--- src/rtl/rf_op_sequencer_pkg.sv ---
// Shared types and defaults for the register-file operation sequencer:
// ALU operation codes, FSM state encoding and datapath widths.
package rf_op_sequencer_pkg;

  localparam int WIDTH = 16;
  localparam int AW    = 2;

  typedef enum logic [1:0] {
    OP_ADD = 2'd0,
    OP_SUB = 2'd1,
    OP_AND = 2'd2,
    OP_OR  = 2'd3
  } op_t;

  typedef enum logic [2:0] {
    S_IDLE = 3'd0,
    S_RD_A = 3'd1,
    S_RD_B = 3'd2,
    S_EXEC = 3'd3,
    S_WB   = 3'd4
  } state_t;

endpackage

--- src/rtl/rf_op_sequencer_if.sv ---
// Register-file bus between the sequencer (master) and the 4x16 file (slave).
// One combinational read port selected by rf_rsel, one write port strobed by
// the active-low rf_we.
interface rf_op_sequencer_if #(
  parameter int WIDTH = rf_op_sequencer_pkg::WIDTH,
  parameter int AW    = rf_op_sequencer_pkg::AW
);

  logic [AW-1:0]    rf_rsel;
  logic [WIDTH-1:0] rf_q;
  logic [AW-1:0]    rf_wsel;
  logic [WIDTH-1:0] rf_d;
  logic             rf_we;

  modport master (
    output rf_rsel,
    output rf_wsel,
    output rf_d,
    output rf_we,
    input  rf_q
  );

  modport slave (
    input  rf_rsel,
    input  rf_wsel,
    input  rf_d,
    input  rf_we,
    output rf_q
  );

endinterface

--- src/rtl/rf_op_sequencer_alu.sv ---
// Combinational ALU used in the EXEC step. Arithmetic wraps modulo 2^WIDTH;
// o_c is the ADD carry-out, the SUB borrow (a < b unsigned), and 0 for logic ops.
module rf_op_sequencer_alu
  import rf_op_sequencer_pkg::*;
#(
  parameter int WIDTH = rf_op_sequencer_pkg::WIDTH
) (
  input  op_t              i_op,
  input  logic [WIDTH-1:0] i_a,
  input  logic [WIDTH-1:0] i_b,
  output logic [WIDTH-1:0] o_y,
  output logic             o_c
);

  logic [WIDTH:0] w_sum;

  assign w_sum = {1'b0, i_a} + {1'b0, i_b};

  // Select the result and carry/borrow for the requested operation
  always_comb begin
    o_y = '0;
    o_c = 1'b0;
    case (i_op)
      OP_ADD: begin
        o_y = w_sum[WIDTH-1:0];
        o_c = w_sum[WIDTH];
      end
      OP_SUB: begin
        o_y = i_a - i_b;
        o_c = (i_a < i_b);
      end
      OP_AND: o_y = i_a & i_b;
      OP_OR:  o_y = i_a | i_b;
      default: begin
        o_y = '0;
        o_c = 1'b0;
      end
    endcase
  end

endmodule

--- src/rtl/rf_op_sequencer.sv ---
// Initiator side of the 4x16 register file. Takes one command (op, ra, rb, rd)
// and walks IDLE -> RD_A -> RD_B -> EXEC -> WB over the single read port,
// writing the result back with a one-cycle active-low strobe.
// All bus outputs are decoded from registered state so nothing on the bus
// depends combinationally on the command inputs.
module rf_op_sequencer
  import rf_op_sequencer_pkg::*;
#(
  parameter int WIDTH = rf_op_sequencer_pkg::WIDTH,
  parameter int AW    = rf_op_sequencer_pkg::AW
) (
  input  logic          ck,
  input  logic          res,
  input  logic          start,
  input  logic [1:0]    op,
  input  logic [AW-1:0] ra,
  input  logic [AW-1:0] rb,
  input  logic [AW-1:0] rd,
  output logic          busy,
  output logic          done,
  output logic          flag_z,
  output logic          flag_c,
  rf_op_sequencer_if.master rfBus
);

  state_t           r_state;
  op_t              r_opL;
  logic [AW-1:0]    r_raL;
  logic [AW-1:0]    r_rbL;
  logic [AW-1:0]    r_rdL;
  logic [WIDTH-1:0] r_a;
  logic [WIDTH-1:0] r_b;
  logic [WIDTH-1:0] r_result;
  logic [AW-1:0]    r_wsel;
  logic             r_done;
  logic             r_flagZ;
  logic             r_flagC;

  logic [WIDTH-1:0] w_aluY;
  logic             w_aluC;

  rf_op_sequencer_alu #(
    .WIDTH (WIDTH)
  ) u_alu (
    .i_op (r_opL),
    .i_a  (r_a),
    .i_b  (r_b),
    .o_y  (w_aluY),
    .o_c  (w_aluC)
  );

  // Command FSM: latches the command, fetches both operands, executes, writes back
  always_ff @(posedge ck) begin
    if (!res) begin
      r_state  <= S_IDLE;
      r_opL    <= OP_ADD;
      r_raL    <= '0;
      r_rbL    <= '0;
      r_rdL    <= '0;
      r_a      <= '0;
      r_b      <= '0;
      r_result <= '0;
      r_wsel   <= '0;
      r_done   <= 1'b0;
      r_flagZ  <= 1'b0;
      r_flagC  <= 1'b0;
    end else begin
      r_done <= 1'b0;
      case (r_state)
        S_IDLE: begin
          if (start) begin
            r_opL   <= op_t'(op);
            r_raL   <= ra;
            r_rbL   <= rb;
            r_rdL   <= rd;
            r_state <= S_RD_A;
          end
        end
        S_RD_A: begin
          r_a     <= rfBus.rf_q;
          r_state <= S_RD_B;
        end
        S_RD_B: begin
          r_b     <= rfBus.rf_q;
          r_state <= S_EXEC;
        end
        S_EXEC: begin
          r_result <= w_aluY;
          r_flagZ  <= (w_aluY == '0);
          r_flagC  <= w_aluC;
          r_wsel   <= r_rdL;
          r_state  <= S_WB;
        end
        S_WB: begin
          r_done  <= 1'b1;
          r_state <= S_IDLE;
        end
        default: r_state <= S_IDLE;
      endcase
    end
  end

  assign busy   = (r_state != S_IDLE);
  assign done   = r_done;
  assign flag_z = r_flagZ;
  assign flag_c = r_flagC;

  assign rfBus.rf_rsel = (r_state == S_RD_B) ? r_rbL : r_raL;
  assign rfBus.rf_we   = (r_state != S_WB);
  assign rfBus.rf_wsel = r_wsel;
  assign rfBus.rf_d    = r_result;

endmodule

--- src/flat_wrapper.sv ---
// flat-port wrapper written by rule: the top's interface ports become plain ports
module rf_op_sequencer_flat import rf_op_sequencer_pkg::*;
#(
  parameter int WIDTH = rf_op_sequencer_pkg::WIDTH,
  parameter int AW    = rf_op_sequencer_pkg::AW
)
  (ck, res, start, op, ra, rb, rd, busy, done, flag_z, flag_c, rfBus_rf_rsel, rfBus_rf_wsel, rfBus_rf_d, rfBus_rf_we, rfBus_rf_q);
  rf_op_sequencer_if #(.WIDTH(WIDTH), .AW(AW)) rfBus_i ();
  input  logic ck;
  input  logic res;
  input  logic start;
  input  logic [1:0] op;
  input  logic [AW-1:0] ra;
  input  logic [AW-1:0] rb;
  input  logic [AW-1:0] rd;
  output logic busy;
  output logic done;
  output logic flag_z;
  output logic flag_c;
  output wire logic [$bits(rfBus_i.rf_rsel)-1:0] rfBus_rf_rsel;
  output wire logic [$bits(rfBus_i.rf_wsel)-1:0] rfBus_rf_wsel;
  output wire logic [$bits(rfBus_i.rf_d)-1:0] rfBus_rf_d;
  output wire logic [$bits(rfBus_i.rf_we)-1:0] rfBus_rf_we;
  input wire logic [$bits(rfBus_i.rf_q)-1:0] rfBus_rf_q;
  assign rfBus_rf_rsel = rfBus_i.rf_rsel;
  assign rfBus_rf_wsel = rfBus_i.rf_wsel;
  assign rfBus_rf_d = rfBus_i.rf_d;
  assign rfBus_rf_we = rfBus_i.rf_we;
  assign rfBus_i.rf_q = rfBus_rf_q;
  rf_op_sequencer #(.WIDTH(WIDTH), .AW(AW)) u_core (.ck(ck), .res(res), .start(start), .op(op), .ra(ra), .rb(rb), .rd(rd), .busy(busy), .done(done), .flag_z(flag_z), .flag_c(flag_c), .rfBus(rfBus_i));
endmodule
--- config.mk ---
export PLATFORM = sky130hd
export DESIGN_NAME = rf_op_sequencer_flat
export DESIGN_NICKNAME = d
export VERILOG_FILES = /design/src/rtl/rf_op_sequencer_pkg.sv /design/src/rtl/rf_op_sequencer_if.sv /design/src/rtl/rf_op_sequencer_alu.sv /design/src/rtl/rf_op_sequencer.sv /design/src/flat_wrapper.sv
export SDC_FILE = /design/constraint.sdc
export NUM_CORES = 1
export LEC_CHECK = 0
export BUFFER_PORTS_ARGS = -buffer_cell sky130_fd_sc_hd__clkbuf_2
export CORE_MARGIN = 8
export CORE_UTILIZATION = 50
export CTS_BUF_LIST = sky130_fd_sc_hd__clkbuf_4 sky130_fd_sc_hd__clkbuf_8
export CTS_CLUSTER_DIAMETER = 100
export DETAILED_ROUTE_END_ITERATION = 6
export PLACE_DENSITY = 0.81
export SYNTH_ARGS = -nofsm -noshare
export SYNTH_HDL_FRONTEND = slang
export SYNTH_SLANG_ARGS = --single-unit
--- constraint.sdc ---
create_clock -name ck -period 4.5 [get_ports ck]
set_clock_uncertainty 0.2 [all_clocks]
set_input_delay 0.225 -clock ck [delete_from_list [all_inputs] [get_ports ck]]
set_output_delay 0.225 -clock ck [all_outputs]
set_load 0.01 [all_outputs]
==> results.cfg <==
[cells_and_area]
drive_gt1_share_pct = 13.2
nets = 758
diodes = 0
area_growth_pct = 16.3

[synth]
synth_edf_count = 0
muxShareOfSynthArea_pct = 1.34
synthTopCellsByCount = nand2_1 (136), dfxtp_1 (64), ha_1 (50)
avgSynthCellArea_um2 = 7.61
synth-simple-area-share_pct = 21.8
synth_top_family_by_area = compound AO/OA/AOI/OAI gates
yosys.cell_count.top_type = nand2_1
ys.flop_type = dfxtp_1
synth-seq-cells = 64
synth_compound_area_share_pct = 26.1
synth_area_um2 = 4750
yosysTopAreaCell = dfxtp_1
synth_fp_nets = 703
synth_xor_area_share_pct = 2.58
synth_top_area_share_pct = 27.0
yosysWarnings = 0
ys_types = 70
ys_seq_area_share_pct = 27.0
synth_area_leaders = dfxtp_1 (27%), ha_1 (13%), nand2_1 (11%)
post_synth_fa_ha_maj_area_fraction_pct = 14.0
async_flop_share_pct = 0
syn_inst = 624

[routing]
via_count = 4444
drt-met1-wl_mm = 5.96
routed_wl_mm = 12.7
met2_length_mm = 5.83
first_iter_violations = 249
via_per_inst = 5.47
wire_per_inst_um = 15.6
routed-wl-met3_um = 674
drc = 0
highest_layer = met4
drtAntennaViolNets = 0
first_pass_iters = 5

[clocking]
cts.htree.levels = 3
cts.repair.resized = 0
cts_buffer_depth = 2
cts.clk_slew.worst_paths_ns = 0.08
clkSinkCount = 64
cts_buffers = 9
insertion_delay_ns = 0.36
clockRootBuffer = clkbuf_8
cts_tree = done

[global_route]
grt_pass1_vias = 4268
grt_overflow = 0
track_usage_pct = 20.3
grt_pass1_wl_mm = 21.2
antenna_found_initial = 0
grt_start_max_net_pins = 66

[power]
powerDensity_nw_per_um2 = 314
ir_worst_vdd_mv = 0.203
p_leak_nw = 2.35

[worst_setup_path]
crit_chain = inv_1 > fa_1 > nor2b_1 > o311a_1 > a211oi_1 > xor2_1 > mux2_2 > nor4_1 > nand4_1 > or4_1 > o21ai_1
cp.arrival_ns = 3.61
worst-path-max-fanout = 4
criticalPathCategory = reg2reg
critPathLaunchType = flop
crit_buf_inv = 1
critical-path-top-delay-family = simple AND/OR/NAND/NOR gates
required_ns = 4.59
cpPeakStageDelay_ns = 0.47
cp-end-kind = flop
cp_slowest_cell = or4_1

[timing]
worstMarginPinSlew_ns = 0.897
fmax_ghz = 0.284
min_period_ns = 3.52
slew_headroom_pct = 40.2
slew_viol_final = 0
setup-tns-final_ns = 0
fin_hold_ws_ns = 0.267
hold_viol_final = 0
post-route-period-util_pct = 78.3
rsz0062_at_grt = false
setup-violations-final = 0

[die]
die_h_um = 113
io_pins = 52
dieArea_um2 = 12900
coreArea_um2 = 9240
initial_core_util_pct = 51.4
rows = 35
die_width_um = 113

[run_status]
status = completed

[hold_path]
min_path_type = reg2reg

[placed_design]
port_buffers = 51
place.gp.congestion = 0.935
dp_hpwl_mm = 9.23

[flow_run]
max-cap-violations = 0
==> through the flow <==
stage               setup WS [ns]  power, mW  std cells  instance area [µm²]  utilization, %
floorplan                    1.29       1.02        624                 4750               -
global placement             1.08       1.14        772                 5040            54.6
detailed placement          0.975       1.15        772                 5040            54.6
CTS                         0.959       1.74        813                 5520            59.7
global route                0.691       1.83        813                 5520            59.7
finish                      0.977       1.73        813                 5520            59.7
==> where the power goes <==
| group | switching [mW] | leakage (nW) | internal [mW] | total, mW |
|---|---|---|---|---|
| clock | 0.258 | 0.110 | 0.317 | 0.576 |
| sequential | 0.0342 | 0.520 | 0.598 | 0.632 |
| combinational | 0.313 | 1.72 | 0.212 | 0.526 |
| total | 0.606 | 2.35 | 1.13 | 1.73 |
==> layout by cell type (no fill, tap or decap), drive strengths merged, types with 3 or more instances in the layout <==
master,Yosys,layout
ha,50,50
o21bai,5,5
nor2b,6,6
dlygate4sd3,0,25
o311ai,4,4
a22oi,4,4
nand3,7,7
o211a,3,3
nor2,34,34
and3,3,3
nor3,10,10
a221oi,6,6
clkbuf,28,60
nand2b,6,6
a21o,4,4
nor3b,4,4
a31oi,4,4
nor4,7,7
a31o,3,3
xor2,6,6
mux2i,3,3
xnor2,8,8
o21ai,37,37
and2,10,10
inv,47,49
buf,9,5
o31ai,4,4
a211oi,6,6
a21oi,18,18
o211ai,5,5
o21a,4,4
nand2,136,136
dfxtp,64,64
a21boi,48,48
==> registers in the layout, indices dropped and copies added (netlist names) <==
name                  cells
u_core.r_raL              2
u_core.flag_z             1
u_core.r_a               16
u_core.flag_c             1
u_core.done               1
u_core.r_rdL              2
u_core.r_rbL              2
u_core.r_state            3
u_core.r_b               16
u_core.rfBus.rf_d        16
u_core.r_opL              2
u_core.rfBus.rf_wsel      2
==> worst reg2reg max path: cells and delay by family, from the launching register on <==
kind / cells / cell delay (ns)
compound gates: 3 / 0.76
xor+xnor: 1 / 0.12
fa+ha+maj: 1 / 0.45
buf+inv: 1 / 0.13
flops: 1 / 0.44
mux: 1 / 0.29
simple gates: 4 / 1.09
==> what timing repair did <==
| action | 4_1_cts | 5_1_grt |
|---|---|---|
| hold buffers | 25 | 0 |
| endpoints found under the hold margin | 41 | 0 |
| setup buffers | 0 | 0 |
==> cells by family after synthesis <==
kind of cell / after synthesis
AO/OA/AOI/OAI: 173
multiplexers: 5
adder cells (fa/ha/maj): 52
buffers and inverters: 84
AND/OR/NAND/NOR: 232
XOR/XNOR: 14
flip-flops: 64
==> path summary, 6_finish.rpt <==
check	slack [ns]	depth (start not counted)	startpoint	end
setup / recovery	0.98	11	u_core.r_b[1]	u_core.flag_z
hold / removal	0.27	2	u_core.rfBus.rf_d[1]	u_core.rfBus.rf_d[1]
setup reg to reg	0.98	11	u_core.r_b[1]	u_core.flag_z
hold reg to reg	0.27	2	u_core.rfBus.rf_d[1]	u_core.rfBus.rf_d[1]
==> routing by layer <==
layer / vias up / GRT usage [%]
met4: 0 / 6.48
met1: 2068 / 26.2
met2: 108 / 33.0
met5: - / 0
li1: 2244 / -
met3: 24 / 4.49
==> final cells by class <==
class | count | area [µm²]
fillers | 854 | 3720
clock buffers | 9 | 124
repair buffers | 81 | 543
well taps | 129 | 161
flip-flops and latches | 64 | 1280
multi-input cells | 476 | 3130
clock inverters | 7 | 103
inverters | 47 | 176
Note: power is estimated with default switching activity, not from simulation.
